--- src/rtl/alu_op_sequencer.sv ---
// Push-button stepped ALU operation sequencer: synchronizer, debounce, issue/wait FSM with timeout.
// Optional build macro ALU_SEQ_DIVZERO_CHECK_EN rejects DIV with a zero divisor before issue.
module alu_op_sequencer #(
    parameter int DEBOUNCE_CYCLES = 16,
    parameter int TIMEOUT_CYCLES  = 64
) (
    input  logic        clk,
    input  logic        reset,
    input  logic        btn,
    input  logic [7:0]  op_a,
    input  logic [7:0]  op_b,
    output logic [2:0]  alu_sel,
    output logic        alu_start,
    output logic [7:0]  alu_a,
    output logic [7:0]  alu_b,
    input  logic        alu_done,
    input  logic [15:0] alu_result,
    output logic [15:0] result,
    output logic        result_valid,
    output logic        busy,
    output logic        err,
    output logic [2:0]  op_code
);

    localparam int DBW = $clog2(DEBOUNCE_CYCLES + 1);
    localparam int TOW = $clog2(TIMEOUT_CYCLES + 1);
    localparam logic [DBW-1:0] DB_LAST = DBW'(DEBOUNCE_CYCLES - 1);
    localparam logic [TOW-1:0] TO_LAST = TOW'(TIMEOUT_CYCLES - 1);

    typedef enum logic [2:0] {
        S_IDLE  = 3'd0,
        S_LATCH = 3'd1,
        S_ISSUE = 3'd2,
        S_WAIT  = 3'd3,
        S_DONE  = 3'd4,
        S_ERR   = 3'd5
    } state_t;

    logic           sync1_q, sync2_q;
    logic           db_level_q, db_level_d;
    logic           db_prev_q;
    logic [DBW-1:0] db_cnt_q, db_cnt_d;
    logic           press_s;

    state_t         state_q, state_d;
    logic [2:0]     op_code_q, op_code_d;
    logic [2:0]     next_code_s;
    logic [2:0]     alu_sel_q, alu_sel_d;
    logic [7:0]     alu_a_q, alu_a_d;
    logic [7:0]     alu_b_q, alu_b_d;
    logic           alu_start_q, alu_start_d;
    logic [15:0]    result_q, result_d;
    logic           result_valid_q, result_valid_d;
    logic           busy_q, busy_d;
    logic           err_q, err_d;
    logic [TOW-1:0] tmo_cnt_q, tmo_cnt_d;

    assign press_s     = db_level_q & ~db_prev_q;
    assign next_code_s = op_code_q + 3'd1;

    // Debounce: the level flips only after DEBOUNCE_CYCLES consecutive differing samples.
    always_comb begin
        db_level_d = db_level_q;
        db_cnt_d   = db_cnt_q;
        if (sync2_q == db_level_q) begin
            db_cnt_d = '0;
        end else if (db_cnt_q == DB_LAST) begin
            db_level_d = sync2_q;
            db_cnt_d   = '0;
        end else begin
            db_cnt_d = db_cnt_q + 1'b1;
        end
    end

    // Input conditioning registers.
    always_ff @(posedge clk) begin
        if (reset) begin
            sync1_q    <= 1'b0;
            sync2_q    <= 1'b0;
            db_level_q <= 1'b0;
            db_prev_q  <= 1'b0;
            db_cnt_q   <= '0;
        end else begin
            sync1_q    <= btn;
            sync2_q    <= sync1_q;
            db_level_q <= db_level_d;
            db_prev_q  <= db_level_q;
            db_cnt_q   <= db_cnt_d;
        end
    end

    // Sequencer next state; presses are only honoured in IDLE, so busy-time presses vanish.
    always_comb begin
        state_d   = state_q;
        op_code_d = op_code_q;
        alu_sel_d = alu_sel_q;
        alu_a_d   = alu_a_q;
        alu_b_d   = alu_b_q;
        result_d  = result_q;
        err_d     = err_q;
        tmo_cnt_d = tmo_cnt_q;
        case (state_q)
            S_IDLE: begin
                if (press_s) begin
                    op_code_d = next_code_s;
                    if ((next_code_s != 3'd0) && (next_code_s != 3'd7)) begin
                        state_d = S_LATCH;
                    end else begin
                        state_d = S_IDLE;
                    end
                end else begin
                    state_d = S_IDLE;
                end
            end
            S_LATCH: begin
                alu_a_d   = op_a;
                alu_b_d   = op_b;
                alu_sel_d = op_code_q;
                err_d     = 1'b0;
`ifdef ALU_SEQ_DIVZERO_CHECK_EN
                if ((op_code_q == 3'd6) && (op_b == 8'd0)) begin
                    state_d  = S_ERR;
                    result_d = 16'hFFFF;
                    err_d    = 1'b1;
                end else begin
                    state_d = S_ISSUE;
                end
`else
                state_d = S_ISSUE;
`endif
            end
            S_ISSUE: begin
                state_d   = S_WAIT;
                tmo_cnt_d = '0;
            end
            S_WAIT: begin
                if (alu_done) begin
                    result_d = alu_result;
                    state_d  = S_DONE;
                end else if (tmo_cnt_q == TO_LAST) begin
                    state_d = S_ERR;
                    err_d   = 1'b1;
                end else begin
                    tmo_cnt_d = tmo_cnt_q + 1'b1;
                end
            end
            S_DONE: begin
                state_d = S_IDLE;
            end
            S_ERR: begin
                err_d   = 1'b1;
                state_d = S_IDLE;
            end
            default: begin
                state_d = S_IDLE;
            end
        endcase
    end

    // Strobes and busy are registered from the next state so they line up with it.
    always_comb begin
        alu_start_d    = (state_d == S_ISSUE);
        result_valid_d = (state_d == S_DONE);
        busy_d         = (state_d != S_IDLE);
    end

    // Sequencer registers.
    always_ff @(posedge clk) begin
        if (reset) begin
            state_q        <= S_IDLE;
            op_code_q      <= 3'd0;
            alu_sel_q      <= 3'd0;
            alu_a_q        <= 8'd0;
            alu_b_q        <= 8'd0;
            alu_start_q    <= 1'b0;
            result_q       <= 16'd0;
            result_valid_q <= 1'b0;
            busy_q         <= 1'b0;
            err_q          <= 1'b0;
            tmo_cnt_q      <= '0;
        end else begin
            state_q        <= state_d;
            op_code_q      <= op_code_d;
            alu_sel_q      <= alu_sel_d;
            alu_a_q        <= alu_a_d;
            alu_b_q        <= alu_b_d;
            alu_start_q    <= alu_start_d;
            result_q       <= result_d;
            result_valid_q <= result_valid_d;
            busy_q         <= busy_d;
            err_q          <= err_d;
            tmo_cnt_q      <= tmo_cnt_d;
        end
    end

    assign alu_sel      = alu_sel_q;
    assign alu_start    = alu_start_q;
    assign alu_a        = alu_a_q;
    assign alu_b        = alu_b_q;
    assign result       = result_q;
    assign result_valid = result_valid_q;
    assign busy         = busy_q;
    assign err          = err_q;
    assign op_code      = op_code_q;

endmodule

--- config.mk ---
export PLATFORM = sky130hd
export DESIGN_NAME = alu_op_sequencer
export DESIGN_NICKNAME = d
export VERILOG_FILES = /design/src/rtl/alu_op_sequencer.sv
export SDC_FILE = /design/constraint.sdc
export NUM_CORES = 1
export LEC_CHECK = 0
export CAP_MARGIN = 20
export CORE_MARGIN = 3
export CORE_UTILIZATION = 42
export DETAILED_ROUTE_END_ITERATION = 16
export GPL_TIMING_DRIVEN = 0
export PLACE_DENSITY = 0.81
export SYNTH_ARGS = -nofsm -noshare
export SYNTH_HDL_FRONTEND = slang
export SYNTH_SLANG_ARGS = --single-unit
export TNS_END_PERCENT = 50
--- constraint.sdc ---
create_clock -name clk -period 1.81 [get_ports clk]
set_clock_uncertainty 0.1 [all_clocks]
set_input_delay 0.362 -clock clk [delete_from_list [all_inputs] [get_ports clk]]
set_output_delay 0.362 -clock clk [all_outputs]
set_load 0.02 [all_outputs]
Word level (Yosys, flattened, before mapping)
Cells that the tools add are included.

storage, ports and cells
  register bits after elaboration = 61
  logic and storage cells = 58
  bits in read-only memories = 0
  output and inout port bits = 42
  latch bits = 0
  memories kept = 0
  bits in writable memories = 0

operators by class
  reduce and logical (&&, ||, !) cells = 12
  multiplexer cells = 11
  $add $sub $neg = 3
  magnitude comparators = 0
  divide/modulo/power cells = 0
  shift-type cells = 0
  equal/unequal tests = 13
  bitwise logic cells = 3
  multipliers = 0

operators by type and width
  cell                 number
  $mux 7               2
  $pmux 7 s2           1
  $pmux 3 s4           1
  $eq 3x2->1 const B   3
  $mux 3               3
  $reduce_bool 3->1    3
  $add 7x1->7 const B  1
  $eq 7x6->1 const B   1
  $eq 3x3->1 const B   2
  $ne 2x2->1 const B   3
  $reduce_and 2->1     3
  $reduce_and 3->1     2
  $add 5x1->5 const B  1
  $eq 5x4->1 const B   1
  $add 3x1->3 const B  1
  $eq 3x1->1 const B   1
  $logic_not 3->1      1
  $mux 1               3
  $ne 3x3->1 const B   1
  $pmux 1 s3           1
  $reduce_or 3->1      1
  $not 1->1            2
  $reduce_bool 2->1    1
  $and 1x1->1          1
  2 further kinds      2

Logic depth before layout (Yosys ltp)
Gate-level depths: netlist (run 1).

  depth in word-level cells = 7
  depth in mapped cells = 6
  depth with buffers taken out = 5

Worst setup path before layout (run 1)
OpenSTA, ideal clock, no wires.

  path type = register -> register
  start = reg op_code_q[0] (netlist: op_code[0])
  end = reg alu_start_q (netlist: alu_start)
  library setup time = 0.137 ns
  clock period less this slack = 1.607 ns
  setup slack = 0.203 ns
  cell stages (with the launch flop) = 6
  path buffers = 0
  arrival = 1.370 ns
  required time = 1.573 ns
  cells stage by stage = dfxtp_1 > inv_1 > ha_1 > maj3_1 > o21ai_0 > a211oi_1

between the ends
  word-level cells in the longest chain between the ends = 7
  elaborated cells on any way between the ends = 8

ends and longest elaborated chain
  element                                          RTL line  text
  start: declaration                               46        logic [2:0] op_code_q, op_code_d;
  start signal: assignment                         183       op_code_q <= op_code_d;
  $add 3x1->3 *                                    59        assign next_code_s = op_code_q + 3'd1;
  via next_code_s[0]                               47        logic [2:0] next_code_s;
  $ne 3x3->1 or $reduce_bool 3->1 (tied branches)  106       if ((next_code_s != 3'd0) && (next_code_s != 3'd7)) begin
  $logic_and 1x1->1 *                              106
  $mux 1 *                                         106
  $mux 3 *                                         104       if (press_s) begin
  $pmux 3 s4 *                                     102       case (state_q)
  $eq 3x2->1 *                                     162       alu_start_d = (state_d == S_ISSUE);
  end signal: assignment                           187       alu_start_q <= alu_start_d;
  end: declaration                                 51        logic alu_start_q, alu_start_d;

The timed path passes the listed nets; every way through them passes the cells marked *.
A chain may end at the register's enable or synchronous reset.

Final worst setup path (run 1)
  start = reg err_q (netlist: err)
  end = out err

RTL lines
  element                   RTL line  text
  start: declaration        55        logic err_q, err_d;
  start signal: assignment  191       err_q <= err_d;
  end: declaration          21        output logic err,

No word-level cell between the ends.

==> results.yml, run 1 <==
timing:
  setup-tns-final_ns: 0
  timing.fmax_ghz: 0.563
  final_max_slew_viol_count: 0
  timing.final.crit_period_ns: 1.78
  grt_setup_unrepaired: "false"
  min_period_over_period_pct: 98.1
  hold_viol: 0
  number_of_failing_setup_endpoints_in_the_final_timing_report: 0
  slew_headroom_pct: 67.5
  max_slew.worst_pin.slew_ns: 0.488
yosys:
  synth.cell_area_mm2: 0.00232
  postSynthNetCount: 312
  syn-mean-instance-area_um2: 8.55
  number_of_warning_messages_in_the_yosys_log: 0
  fraction_of_registers_with_async_set_or_reset_after_synthesis_pct: 0
  synth-main-ff-cell: "dfxtp_1"
  synth.yosys.seq_area_share_pct: 52.7
  synth_edf_count: 0
  postSynthCellCount: 271
  ys_ff_latch: 61
  synth.lib_cells_used.distinct: 42
drt:
  avgViaCountPerCell: 4.88
  ant_nets: 0
  drt-wirelength-per-cell_um: 12.8
  drt-pass1-iter-count: 4
  totalWireLength_um: 5570
  detailedRoute.firstIterationViolations: 67
  vias: 2127
  drcViolationCount: 0
floorplanning:
  fp-row-count: 26
  die_area_mm2: 0.00644
  placeableCoreArea_mm2: 0.00520
  floorplan.initialDensity_pct: 44.5
  floorplan.die.width_um: 80.3
  boundaryPins: 78
  die-height_um: 80.3
worst_hold_path:
  hp-class: "input pin to flop"
  whs_path_depth: 3
critical_path:
  cp_data_arrival_time_ns: 1.31
  worst_path_max_delay_cell: "clkdlybuf4s50_1"
  critical-path-max-stage-delay_ns: 0.62
  critical_path_peak_fanout: 3
  critical_path_class: "flop to output port"
  crit_path_cell_trace: "clkdlybuf4s50_1"
  worst_r2r_path_depth: 5
  worst_setup_path_start_kind: "flop"
  crit_required_ns: 1.35
  largest_delay_contributor_family_on_the_critical_path: "buffers and inverters"
  critical_path_cell_count: 1
  critPathCaptureType: "output port"
  critical_path_buf_inv_count: 1
layout:
  mostFrequentLayoutCell: "nand2_1"
  stdcell_area_mm2: 0.00340
  most-common-layout-cells: "74 x nand2_1, 73 x clkdlybuf4s50_1, 61 x dfxtp_1"
  drive_gt1_share_pct: 9.56
  layout-area-overhead-vs-synth_pct: 46.5
  finalCoreUtilization_pct: 65.2
  num-nets-final: 402
  final_cell_count_no_fill: 436
  antenna-diode-count: 0
  nFillCells: 450
placement:
  finalWeightedCongestion: 0.771
  dpl_cell_area_mm2: 0.00317
  place.detailed.hpwl_um: 3970
  dp_cells: 417
  port_buffers: 76
global_routing:
  grt_antenna_before_repair: 0
  first_pass_grt_wire_length_um: 8750
  grt_use_total_pct: 17.3
  first_global_vias: 2061
  largest_net_degree_at_the_start_of_global_routing: 11
  globalRouteOverflowTotal: 0
pwr:
  cellLeakagePower_nw: 1.19
  max-vdd-ir-drop_mv: 0.671
  power-per-cell-area_mw_per_mm2: 774
  power_w: 0.00263
clock_network:
  cts_inserted_buffers: 9
  hold_buffers: 0
  ctsRootBufferMaster: "clkbuf_8"
  max-clock-path-buffers: 2
  clk_transition_reported_paths_ns: 0.07
  clock_tree.htree_level_count: 3
  clock_tree_from_tritoncts: "built"
  clkSinkCount: 61
  worst_skew_pair.late_latency_ns: 0.33
status:
  status: "complete, no violations"
run:
  drv.max_cap_violation_count: 0
## Yosys cell counts (2+ instances only)
cell type,instances,area share (%)
nor2b_1,4,1.1
and3_1,3,0.81
ha_1,5,2.7
buf_2,4,0.86
clkbuf_1,7,1.1
a21oi_1,41,8.9
xnor2_1,3,1.1
nand2_1,74,12
nand3_1,4,0.86
nor3_1,5,1.1
o21ai_0,4,0.86
a211oi_1,2,0.65
inv_1,4,0.65
buf_4,3,0.97
dfxtp_1,61,53
xor2_1,2,0.76
or2_2,2,0.54
nor2_1,18,2.9
or3_1,2,0.54
## state kept, by name (all words and copies together) (netlist names)
register	count
alu_a	8
alu_b	8
alu_sel	3
alu_start	1
busy	1
db_cnt_q	5
db_level_q	1
db_prev_q	1
err	1
op_code	3
result	16
result_valid	1
state_q	3
sync1_q	1
sync2_q	1
tmo_cnt_q	7
## where the power goes
part / switching (W) / internal [W] / leakage (nW)
logic: 0.0000380 / 0.0000727 / 0.592
registers: 0.00000119 / 0.00134 / 0.492
clock network: 0.000508 / 0.000664 / 0.103
## layer usage
layer | part of all wire (%) | GRT usage, %
met1 | 43 | 19.6
met2 | 47 | 28.9
met4 | 1.6 | 8.11
met3 | 8.1 | 6.28
met5 | 0 | 0
## through the flow
stage                     hold slack [ns]  setup WS, ns
after detailed placement            0.328        -0.218
after global routing                0.319        0.0153
after CTS                           0.280        0.0157
final                               0.294        0.0340
after global placement              0.319        -0.183
after floorplan                     0.314         0.203
## final timing paths
check / from / to / slack (ns)
max reg2reg: tmo_cnt_q[0]$_SDFFE_PP0P_ / tmo_cnt_q[5]$_SDFFE_PP0P_ / 0.09
max: err$_SDFFE_PP0P_ / err / 0.03
min: reset / tmo_cnt_q[6]$_SDFFE_PP0P_ / 0.29
min reg2reg: sync1_q$_SDFF_PP0_ / sync2_q$_SDFF_PP0_ / 0.33
## logic make-up after synthesis
group | after synthesis | synth area share [%]
and+or+nand+nor | 126 | 25.3
DFF | 61 | 52.7
AOI/OAI and AO/OA | 53 | 12.5
buffers and inverters | 18 | 3.62
adders and majority gates | 6 | 3.13
xor gates and xnor gates | 5 | 1.89
muxes | 2 | 0.918
## repair_timing
action	in CTS	in global routing
endpoints found under the setup margin	4	1
buffers inserted	0	3
gates cloned	0	0
gates resized for setup	3	3
pin swaps	1	2
## final cells by class
class                   count  area [um^2]  area share (%)
inverters                   4         15.0           0.442
repair buffers             79          779            23.0
well taps                  70         87.6            2.58
flip-flops and latches     61         1220            36.0
clock buffers              11          141            4.16
multi-input cells         192         1030            30.4
plain buffers              14         68.8            2.03
clock inverters             5         50.0            1.47
(Power assumes the default switching activity.)
==> run 2, diff against run 1 <==
--- a/config.mk
+++ b/config.mk
@@ -5,7 +5,6 @@
 export SDC_FILE = /design/constraint.sdc
 export NUM_CORES = 1
 export LEC_CHECK = 0
-export CAP_MARGIN = 20
 export CORE_MARGIN = 3
 export CORE_UTILIZATION = 42
 export DETAILED_ROUTE_END_ITERATION = 16
==> results of run 2 <==
Final layout, timing and power as in run 1 (identical DEF).
